## config.mk

```make
export PLATFORM = sky130hd
export DESIGN_NAME = reg_file_mp
export DESIGN_NICKNAME = d
export VERILOG_FILES = /design/src/rtl/reg_file_mp_pkg.sv /design/src/rtl/reg_scoreboard.sv /design/src/rtl/reg_file_mp.sv
export SDC_FILE = /design/constraint.sdc
export NUM_CORES = 2
export LEC_CHECK = 0
export ABC_AREA = 1
export ABC_CLOCK_PERIOD_IN_PS = 61400
export CORE_MARGIN = 2
export CORE_UTILIZATION = 34
export CTS_CLUSTER_DIAMETER = 200
export DETAILED_ROUTE_END_ITERATION = 7
export PLACE_DENSITY_LB_ADDON = 0.12
export SETUP_SLACK_MARGIN = 0.2
export SYNTH_ARGS = -nofsm -noshare
export SYNTH_HDL_FRONTEND = slang
export SYNTH_HIERARCHICAL = 1
export SYNTH_SLANG_ARGS = --single-unit
```

## constraint.sdc

```tcl
create_clock -name clk_i -period 61.4 [get_ports clk_i]
set_input_delay 6.14 -clock clk_i [delete_from_list [all_inputs] [get_ports clk_i]]
set_output_delay 6.14 -clock clk_i [all_outputs]
set_load 0.02 [all_outputs]
```

## src/rtl/reg_file_mp_pkg.sv

```systemverilog
// rtl/reg_file_mp_pkg.sv - shared types and helpers for the multi-port register file
package reg_file_mp_pkg;

  typedef enum logic [3:0] {
    XCPT_NONE      = 4'd0,
    XCPT_ITLB_MISS = 4'd1,
    XCPT_DTLB_MISS = 4'd2,
    XCPT_ILLEGAL   = 4'd3,
    XCPT_SYSCALL   = 4'd4,
    XCPT_MISALIGN  = 4'd5,
    XCPT_BUS_ERR   = 4'd6
  } xcpt_type_t;

  typedef enum logic {
    PRIV_USER       = 1'b0,
    PRIV_SUPERVISOR = 1'b1
  } priv_mode_t;

  localparam priv_mode_t PRIV_RESET = PRIV_SUPERVISOR;

  // Address width exceeds the register count when NUM_REGS is not a power of two.
  function automatic logic addr_in_range(input int unsigned addr, input int unsigned num_regs);
    return addr < num_regs;
  endfunction

endpackage

```

## src/rtl/reg_scoreboard.sv

```systemverilog
// rtl/reg_scoreboard.sv - per-register busy bits with alloc/release/flush and read lookup
module reg_scoreboard
  import reg_file_mp_pkg::*;
#(
  parameter int NUM_REGS = 32,
  parameter int NUM_WR   = 2,
  parameter int NUM_RD   = 2,
  parameter int ADDR_W   = $clog2(NUM_REGS),
  parameter int BYPASS   = 1,
  parameter int ZERO_REG = 0
) (
  input  logic                           clk_i,
  input  logic                           rst_i,
  input  logic [NUM_WR-1:0]              wr_en_i,
  input  logic [NUM_WR-1:0][ADDR_W-1:0]  wr_addr_i,
  input  logic                           alloc_en_i,
  input  logic [ADDR_W-1:0]              alloc_addr_i,
  input  logic                           flush_i,
  input  logic [NUM_RD-1:0][ADDR_W-1:0]  rd_addr_i,
  output logic [NUM_RD-1:0]              rd_busy_o
);

  logic [NUM_REGS-1:0] busy_q;
  logic [NUM_REGS-1:0] busy_d;
  logic [NUM_RD-1:0]   wr_hit;
  logic [NUM_RD-1:0]   alloc_hit;

  function automatic logic gpr_ok(input logic [ADDR_W-1:0] a);
    return addr_in_range(32'(a), NUM_REGS) && !((ZERO_REG != 0) && (a == '0));
  endfunction

  // Alloc is applied after the releases so a same-cycle producer keeps the bit set.
  always_comb begin
    busy_d = busy_q;
    if (flush_i) begin
      busy_d = '0;
    end else begin
      for (int w = 0; w < NUM_WR; w++) begin
        if (wr_en_i[w] && gpr_ok(wr_addr_i[w])) busy_d[wr_addr_i[w]] = 1'b0;
      end
      if (alloc_en_i && gpr_ok(alloc_addr_i)) busy_d[alloc_addr_i] = 1'b1;
    end
  end

  always_ff @(posedge clk_i or posedge rst_i) begin
    if (rst_i) busy_q <= '0;
    else       busy_q <= busy_d;
  end

  always_comb begin
    wr_hit    = '0;
    alloc_hit = '0;
    for (int r = 0; r < NUM_RD; r++) begin
      for (int w = 0; w < NUM_WR; w++) begin
        if (wr_en_i[w] && (wr_addr_i[w] == rd_addr_i[r])) wr_hit[r] = 1'b1;
      end
      alloc_hit[r] = alloc_en_i && (alloc_addr_i == rd_addr_i[r]);
    end
  end

  always_comb begin
    rd_busy_o = '0;
    for (int r = 0; r < NUM_RD; r++) begin
      if (gpr_ok(rd_addr_i[r])) begin
        rd_busy_o[r] = busy_q[rd_addr_i[r]];
        if ((BYPASS != 0) && wr_hit[r] && !alloc_hit[r]) rd_busy_o[r] = 1'b0;
      end
    end
  end

endmodule

```

## src/rtl/reg_file_mp.sv

```systemverilog
// rtl/reg_file_mp.sv - multi-port GPR file with write bypass, busy scoreboard and privileged state
module reg_file_mp
  import reg_file_mp_pkg::*;
#(
  parameter int NUM_REGS = 32,
  parameter int DATA_W   = 32,
  parameter int NUM_RD   = 2,
  parameter int NUM_WR   = 2,
  parameter int BYPASS   = 1,
  parameter int ZERO_REG = 0,
  parameter int PC_W     = 32,
  parameter int XADDR_W  = 32,
  parameter int ADDR_W   = $clog2(NUM_REGS)
) (
  input  logic                           clk_i,
  input  logic                           rst_i,
  input  logic [NUM_RD-1:0][ADDR_W-1:0]  rd_addr_i,
  output logic [NUM_RD-1:0][DATA_W-1:0]  rd_data_o,
  output logic [NUM_RD-1:0]              rd_busy_o,
  input  logic [NUM_WR-1:0]              wr_en_i,
  input  logic [NUM_WR-1:0][ADDR_W-1:0]  wr_addr_i,
  input  logic [NUM_WR-1:0][DATA_W-1:0]  wr_data_i,
  input  logic                           alloc_en_i,
  input  logic [ADDR_W-1:0]              alloc_addr_i,
  input  logic                           iret_instr_i,
  input  logic                           xcpt_valid_i,
  input  xcpt_type_t                     xcpt_type_i,
  input  logic [PC_W-1:0]                rm_pc_i,
  input  logic [XADDR_W-1:0]             rm_addr_i,
  output priv_mode_t                     priv_mode_o,
  output logic [DATA_W-1:0]              rm0_data_o,
  output logic [DATA_W-1:0]              rm1_data_o,
  output logic [DATA_W-1:0]              rm2_data_o
);

  logic [NUM_REGS-1:0][DATA_W-1:0] regs_q;
  logic [NUM_REGS-1:0][DATA_W-1:0] regs_d;
  logic [DATA_W-1:0]               rm0_q, rm0_d;
  logic [DATA_W-1:0]               rm1_q, rm1_d;
  xcpt_type_t                      rm2_q, rm2_d;
  priv_mode_t                      priv_q, priv_d;

  function automatic logic gpr_ok(input logic [ADDR_W-1:0] a);
    return addr_in_range(32'(a), NUM_REGS) && !((ZERO_REG != 0) && (a == '0));
  endfunction

  // Ascending port order lets the highest-index writer win on a collision.
  always_comb begin
    regs_d = regs_q;
    for (int w = 0; w < NUM_WR; w++) begin
      if (wr_en_i[w] && gpr_ok(wr_addr_i[w])) regs_d[wr_addr_i[w]] = wr_data_i[w];
    end
  end

  always_ff @(posedge clk_i or posedge rst_i) begin
    if (rst_i) regs_q <= '0;
    else       regs_q <= regs_d;
  end

  always_comb begin
    rd_data_o = '0;
    for (int r = 0; r < NUM_RD; r++) begin
      if (gpr_ok(rd_addr_i[r])) begin
        rd_data_o[r] = regs_q[rd_addr_i[r]];
        if (BYPASS != 0) begin
          for (int w = 0; w < NUM_WR; w++) begin
            if (wr_en_i[w] && (wr_addr_i[w] == rd_addr_i[r])) rd_data_o[r] = wr_data_i[w];
          end
        end
      end
    end
  end

  // An exception overrides a same-cycle iret and always lands in supervisor mode.
  always_comb begin
    rm0_d  = rm0_q;
    rm1_d  = rm1_q;
    rm2_d  = rm2_q;
    priv_d = priv_q;
    if (xcpt_valid_i) begin
      rm0_d  = DATA_W'(rm_pc_i);
      rm1_d  = DATA_W'(rm_addr_i);
      rm2_d  = xcpt_type_i;
      priv_d = PRIV_SUPERVISOR;
    end else if (iret_instr_i) begin
      priv_d = PRIV_USER;
    end
  end

  always_ff @(posedge clk_i or posedge rst_i) begin
    if (rst_i) begin
      rm0_q  <= '0;
      rm1_q  <= '0;
      rm2_q  <= XCPT_NONE;
      priv_q <= PRIV_RESET;
    end else begin
      rm0_q  <= rm0_d;
      rm1_q  <= rm1_d;
      rm2_q  <= rm2_d;
      priv_q <= priv_d;
    end
  end

  assign rm0_data_o  = rm0_q;
  assign rm1_data_o  = rm1_q;
  assign rm2_data_o  = DATA_W'(rm2_q);
  assign priv_mode_o = priv_q;

  reg_scoreboard #(
    .NUM_REGS (NUM_REGS),
    .NUM_WR   (NUM_WR),
    .NUM_RD   (NUM_RD),
    .ADDR_W   (ADDR_W),
    .BYPASS   (BYPASS),
    .ZERO_REG (ZERO_REG)
  ) u_scoreboard (
    .clk_i        (clk_i),
    .rst_i        (rst_i),
    .wr_en_i      (wr_en_i),
    .wr_addr_i    (wr_addr_i),
    .alloc_en_i   (alloc_en_i),
    .alloc_addr_i (alloc_addr_i),
    .flush_i      (xcpt_valid_i),
    .rd_addr_i    (rd_addr_i),
    .rd_busy_o    (rd_busy_o)
  );

endmodule

```

Word level (Yosys, flattened, before mapping)
Cells that the tools add are included.
Word-level totals
  register bits: 1125
  logic and storage cells: 110
  input port bits: 164
Operators by class
  equality and inequality tests: 6
  multiplexer cells: 40
  $lt $le $gt $ge: 8
  reductions and logical operators: 14
  bitwise gates (word level): 5
Operators with widths (number)
  bitwise mux 1024 bit: 2
  2-to-1 mux 1024 bit: 2
  2-to-1 mux 32 bit: 14
  binary-select mux 32 bit (select 5 bit): 2
  demux 32 bit (select 5 bit): 2
  AND 32 bit: 2
  inverter 32 bit: 2
  OR 32 bit: 1
  == test 5 bit: 6
  less-than comparator 5 x 6 -> 1 bit (second input constant): 5
  demux 1 bit (select 5 bit): 3
  >= comparator 5 x 1 -> 1 bit (second input constant): 3
  2-to-1 mux 1 bit: 13
  logical AND 1 bit: 11
  binary-select mux 1 bit (select 5 bit): 2
  logical NOT 1 bit: 2
  nonzero test 2 bit: 1

Depth between registers and ports, before layout
  word-level depth: 14
  gate-level depth with buffers: 13
  mapped depth without buffers: 11

Hierarchy
The synthesis kept the hierarchy.
By module, submodules not included
  reg_file_mp: seq. area each 27352.5 µm², area an instance 71671.2 µm², times used 1, cells an instance 10750
  reg_scoreboard: seq. area each 800.8 µm², area an instance 2931.6 µm², times used 1, cells an instance 467

Worst setup path before layout
OpenSTA, ideal clock, no wires.
  path kind: input to output
  start: input port rd_addr_i[5] (netlist name)
  end: output port rd_data_o[42] (netlist name)
  buffers on the path: 4
  path slack: 47.486 ns
  required time: 55.260 ns
  arrival: 7.774 ns
  stages: 13
  path through: buf_2 > inv_1 > buf_2 > buf_2 > clkbuf_1 > nand2_1 > nand3_1 > nand2_1 > nand2_1 > nand3_1 > nand3_1 > nand3_1 > a21oi_1
RTL lines
  start, declared: line reg_file_mp.sv:17  | input logic [NUM_RD-1:0][ADDR_W-1:0] rd_addr_i,
  end, declared: line reg_file_mp.sv:18  | output logic [NUM_RD-1:0][DATA_W-1:0] rd_data_o,

==> impl_metrics.ini <==
[synth]
syn_area_um2 = 74600
yosys.area.top_type = dfrtp_1
synthFlopType = dfrtp_1
synthTopCellsByCount = 3368 x nand2_1, 1617 x nand3_1, 1124 x dfrtp_1
synth_most_common_cell = nand2_1
synth.avg_cell_area_um2 = 6.65
synthTopCellsByArea = dfrtp_1 38%, nand2_1 17%, nand3_1 11%
synth-edff-count = 0
synth_warnings = 6
synthArstFlopShare_pct = 100
synth.top_cell.area_share_pct = 37.7
ys_ff_latch = 1125
synth_cell_type_count = 34
syn_inst = 11200
ys_seq_area_share_pct = 37.7

[pwr]
p_per_area_nw_per_um2 = 32.6
power_leakage_uw = 0.0394
power_uw = 2740
irDropWorstVdd_mv = 0.0223

[sta]
final.period_utilization_pct = 29.5
slew_headroom_pct = 12.5
slew_violations = 0
tightest_slew_ns = 1.31
min_period_ns = 18.12
setup_viol = 0
rsz0062_at_grt = no
max_freq_mhz = 55.2
clock_skew_ns = 0
tns_ns = 0
hold_viol_final = 0

[cells_and_area]
nets = 10900
final_util_pct = 38.6
drive_gt1_share_pct = 6.39
fillers = 22700
area_delta_synth_final_pct = 12.7

[floorplanning]
die_w_um = 472
coreArea_um2 = 218000
dieArea_um2 = 223000
dieHeight_um = 472
ios = 327
rows = 171
initial_core_util_pct = 34.3

[clock_tree]
path_clk_slew_ns = 0.05
numCtsBuffers = 147
cts_tree = done
post_cts_buffers = 0
clk_latency_ns = 0.83
hold_buffers = 0
cts_max_level = 4
cts-resized-gates = 0
clock-sinks = 1125
cts_buffer_depth = 3
root_buffer = clkbuf_16

[drt]
met1_length_mm = 169
dr.pass1.iters = 8
routedWlPerCell_um = 31.1
postRouteAntennaNets = 0
drt_wl_total_mm = 428
top_layer = met5
wl_met3_mm = 55.7
initialDrtViolationCount = 14400
drc = 4
vias = 86500
via_per_inst = 6.28
route.met2.wl_mm = 178

[worst_setup_path]
critPathLaunchType = primary input
arrival_ns = 11.98
worstPathMaxFanout = 119
criticalPathCategory = primary input to output pin
required_ns = 55.26
endpoint_kind = output pin

[placed_design]
port_buffers = 298
place_congestion = 0.899
post-dp-hpwl_mm = 226

[global_routing]
grt_usage_pct = 37.0
grt_pass1_wl_mm = 601
grt_pass1_vias = 79100
grt_max_degree = 160
grt_overflow = 0
antenna_found_initial = 42

[flow_run]
maxCapViolCount = 0

[run_status]
status = finished, violations left
violations = design-rule violations

[worst_hold_path]
hold_path_class = flip-flop to flip-flop
[state kept, by name, indices dropped and copies added (netlist names)]
register,cells
regs_q,1024
rm0_data_o,32
rm1_data_o,32
u_scoreboard/busy_q,32
rm2_q,4
priv_mode_o,1
[per-layer routing]
metal	up-vias	global-route usage, %
li1	36700	-
met1	41800	49.7
met2	6728	53.6
met3	1274	10.0
met4	22	20.3
met5	-	0
[placed cells by master (no fill, tap or decap), types with 30 or more instances in the layout]
cell             count
clkbuf_1            34
o22ai_1             30
a31oi_1            224
buf_4              211
nor2_1             349
a211oi_1            45
inv_1              664
nand2_1           3306
o21ai_1             32
a21oi_1            875
dfrtp_1           1124
inv_2               38
clkbuf_16          149
o21ai_0            923
nand2_4             53
nand3_1           1615
mux2_2              68
clkdlybuf4s50_1    287
o211ai_1           584
[worst paths after layout]
| kind | startpoint | to | slack, ns | cells past startpoint |
|---|---|---|---|---|
| worst max-delay path | rd_addr_i[0] | rd_data_o[29] | 43.28 | 14 |
| worst min-delay path | priv_mode_o | priv_mode_o | 0.46 | 2 |
| worst max register to register | regs_q[435] | regs_q[435] | 60.44 | 4 |
| worst min register to register | priv_mode_o | priv_mode_o | 0.46 | 2 |
| max in group asynchronous | rst_i | regs_q[89] | 52.43 | 5 |
| min in group asynchronous | rst_i | regs_q[771] | 5.87 | 2 |
[per-stage QoR]
stage | cell area (um2) | instances | hold slack [ns] | setup slack, ns
CTS | 84000 | 13700 | 0.461 | 43.73
global route | 84000 | 13700 | 0.474 | 43.34
global placement | 79000 | 13500 | 0.449 | 43.77
floorplan | 74700 | 11200 | 0.495 | 24.49
finish | 84100 | 13800 | 0.458 | 43.28
detailed placement | 79000 | 13500 | 0.453 | 43.76
[critical path, cell delays in order]
cell and delay [ns]:
buf_8 0.42, buf_12 0.53, buf_4 0.79, buf_4 0.85
buf_4 0.80, nand2_1 0.11, nand3_1 0.12, nand2_1 0.08
nand2_1 0.07, nand3_1 0.11, nand3_1 0.14, nand3_1 0.09
a21oi_1 0.58, clkdlybuf4s50_1 0.75
[kinds of logic after synthesis]
kind of cell              count (synthesis)  share of synthesized area, %
buffers and inverters                  1862                          9.76
other                                     1                       0.00503
DFF                                    1125                          37.7
and+or+nand+nor                        5417                          30.4
muxes                                    71                          1.07
AOI/OAI and AO/OA                      2737                          21.0
xor gates and xnor gates                  4                        0.0470
[cell type report]
cell class / instances / area (um2) / area share, %
Inverter: 723 / 2770 / 3.30
Clock buffer: 212 / 4260 / 5.06
Antenna cell: 24 / 60.1 / 0.0714
Clock inverter: 56 / 723 / 0.860
Tap cell: 2854 / 3570 / 4.25
Sequential cell: 1125 / 28200 / 33.5
Multi-Input combinational cell: 8257 / 39800 / 47.4
Timing Repair Buffer: 512 / 4700 / 5.59
[where the power goes]
part           total, uW  internal [uW]  switching (uW)
registers           1060            929             133
clock network        926            542             385
logic                753            279             474
total               2740           1750             991
No activity file was read; power rests on OpenSTA's default activity.
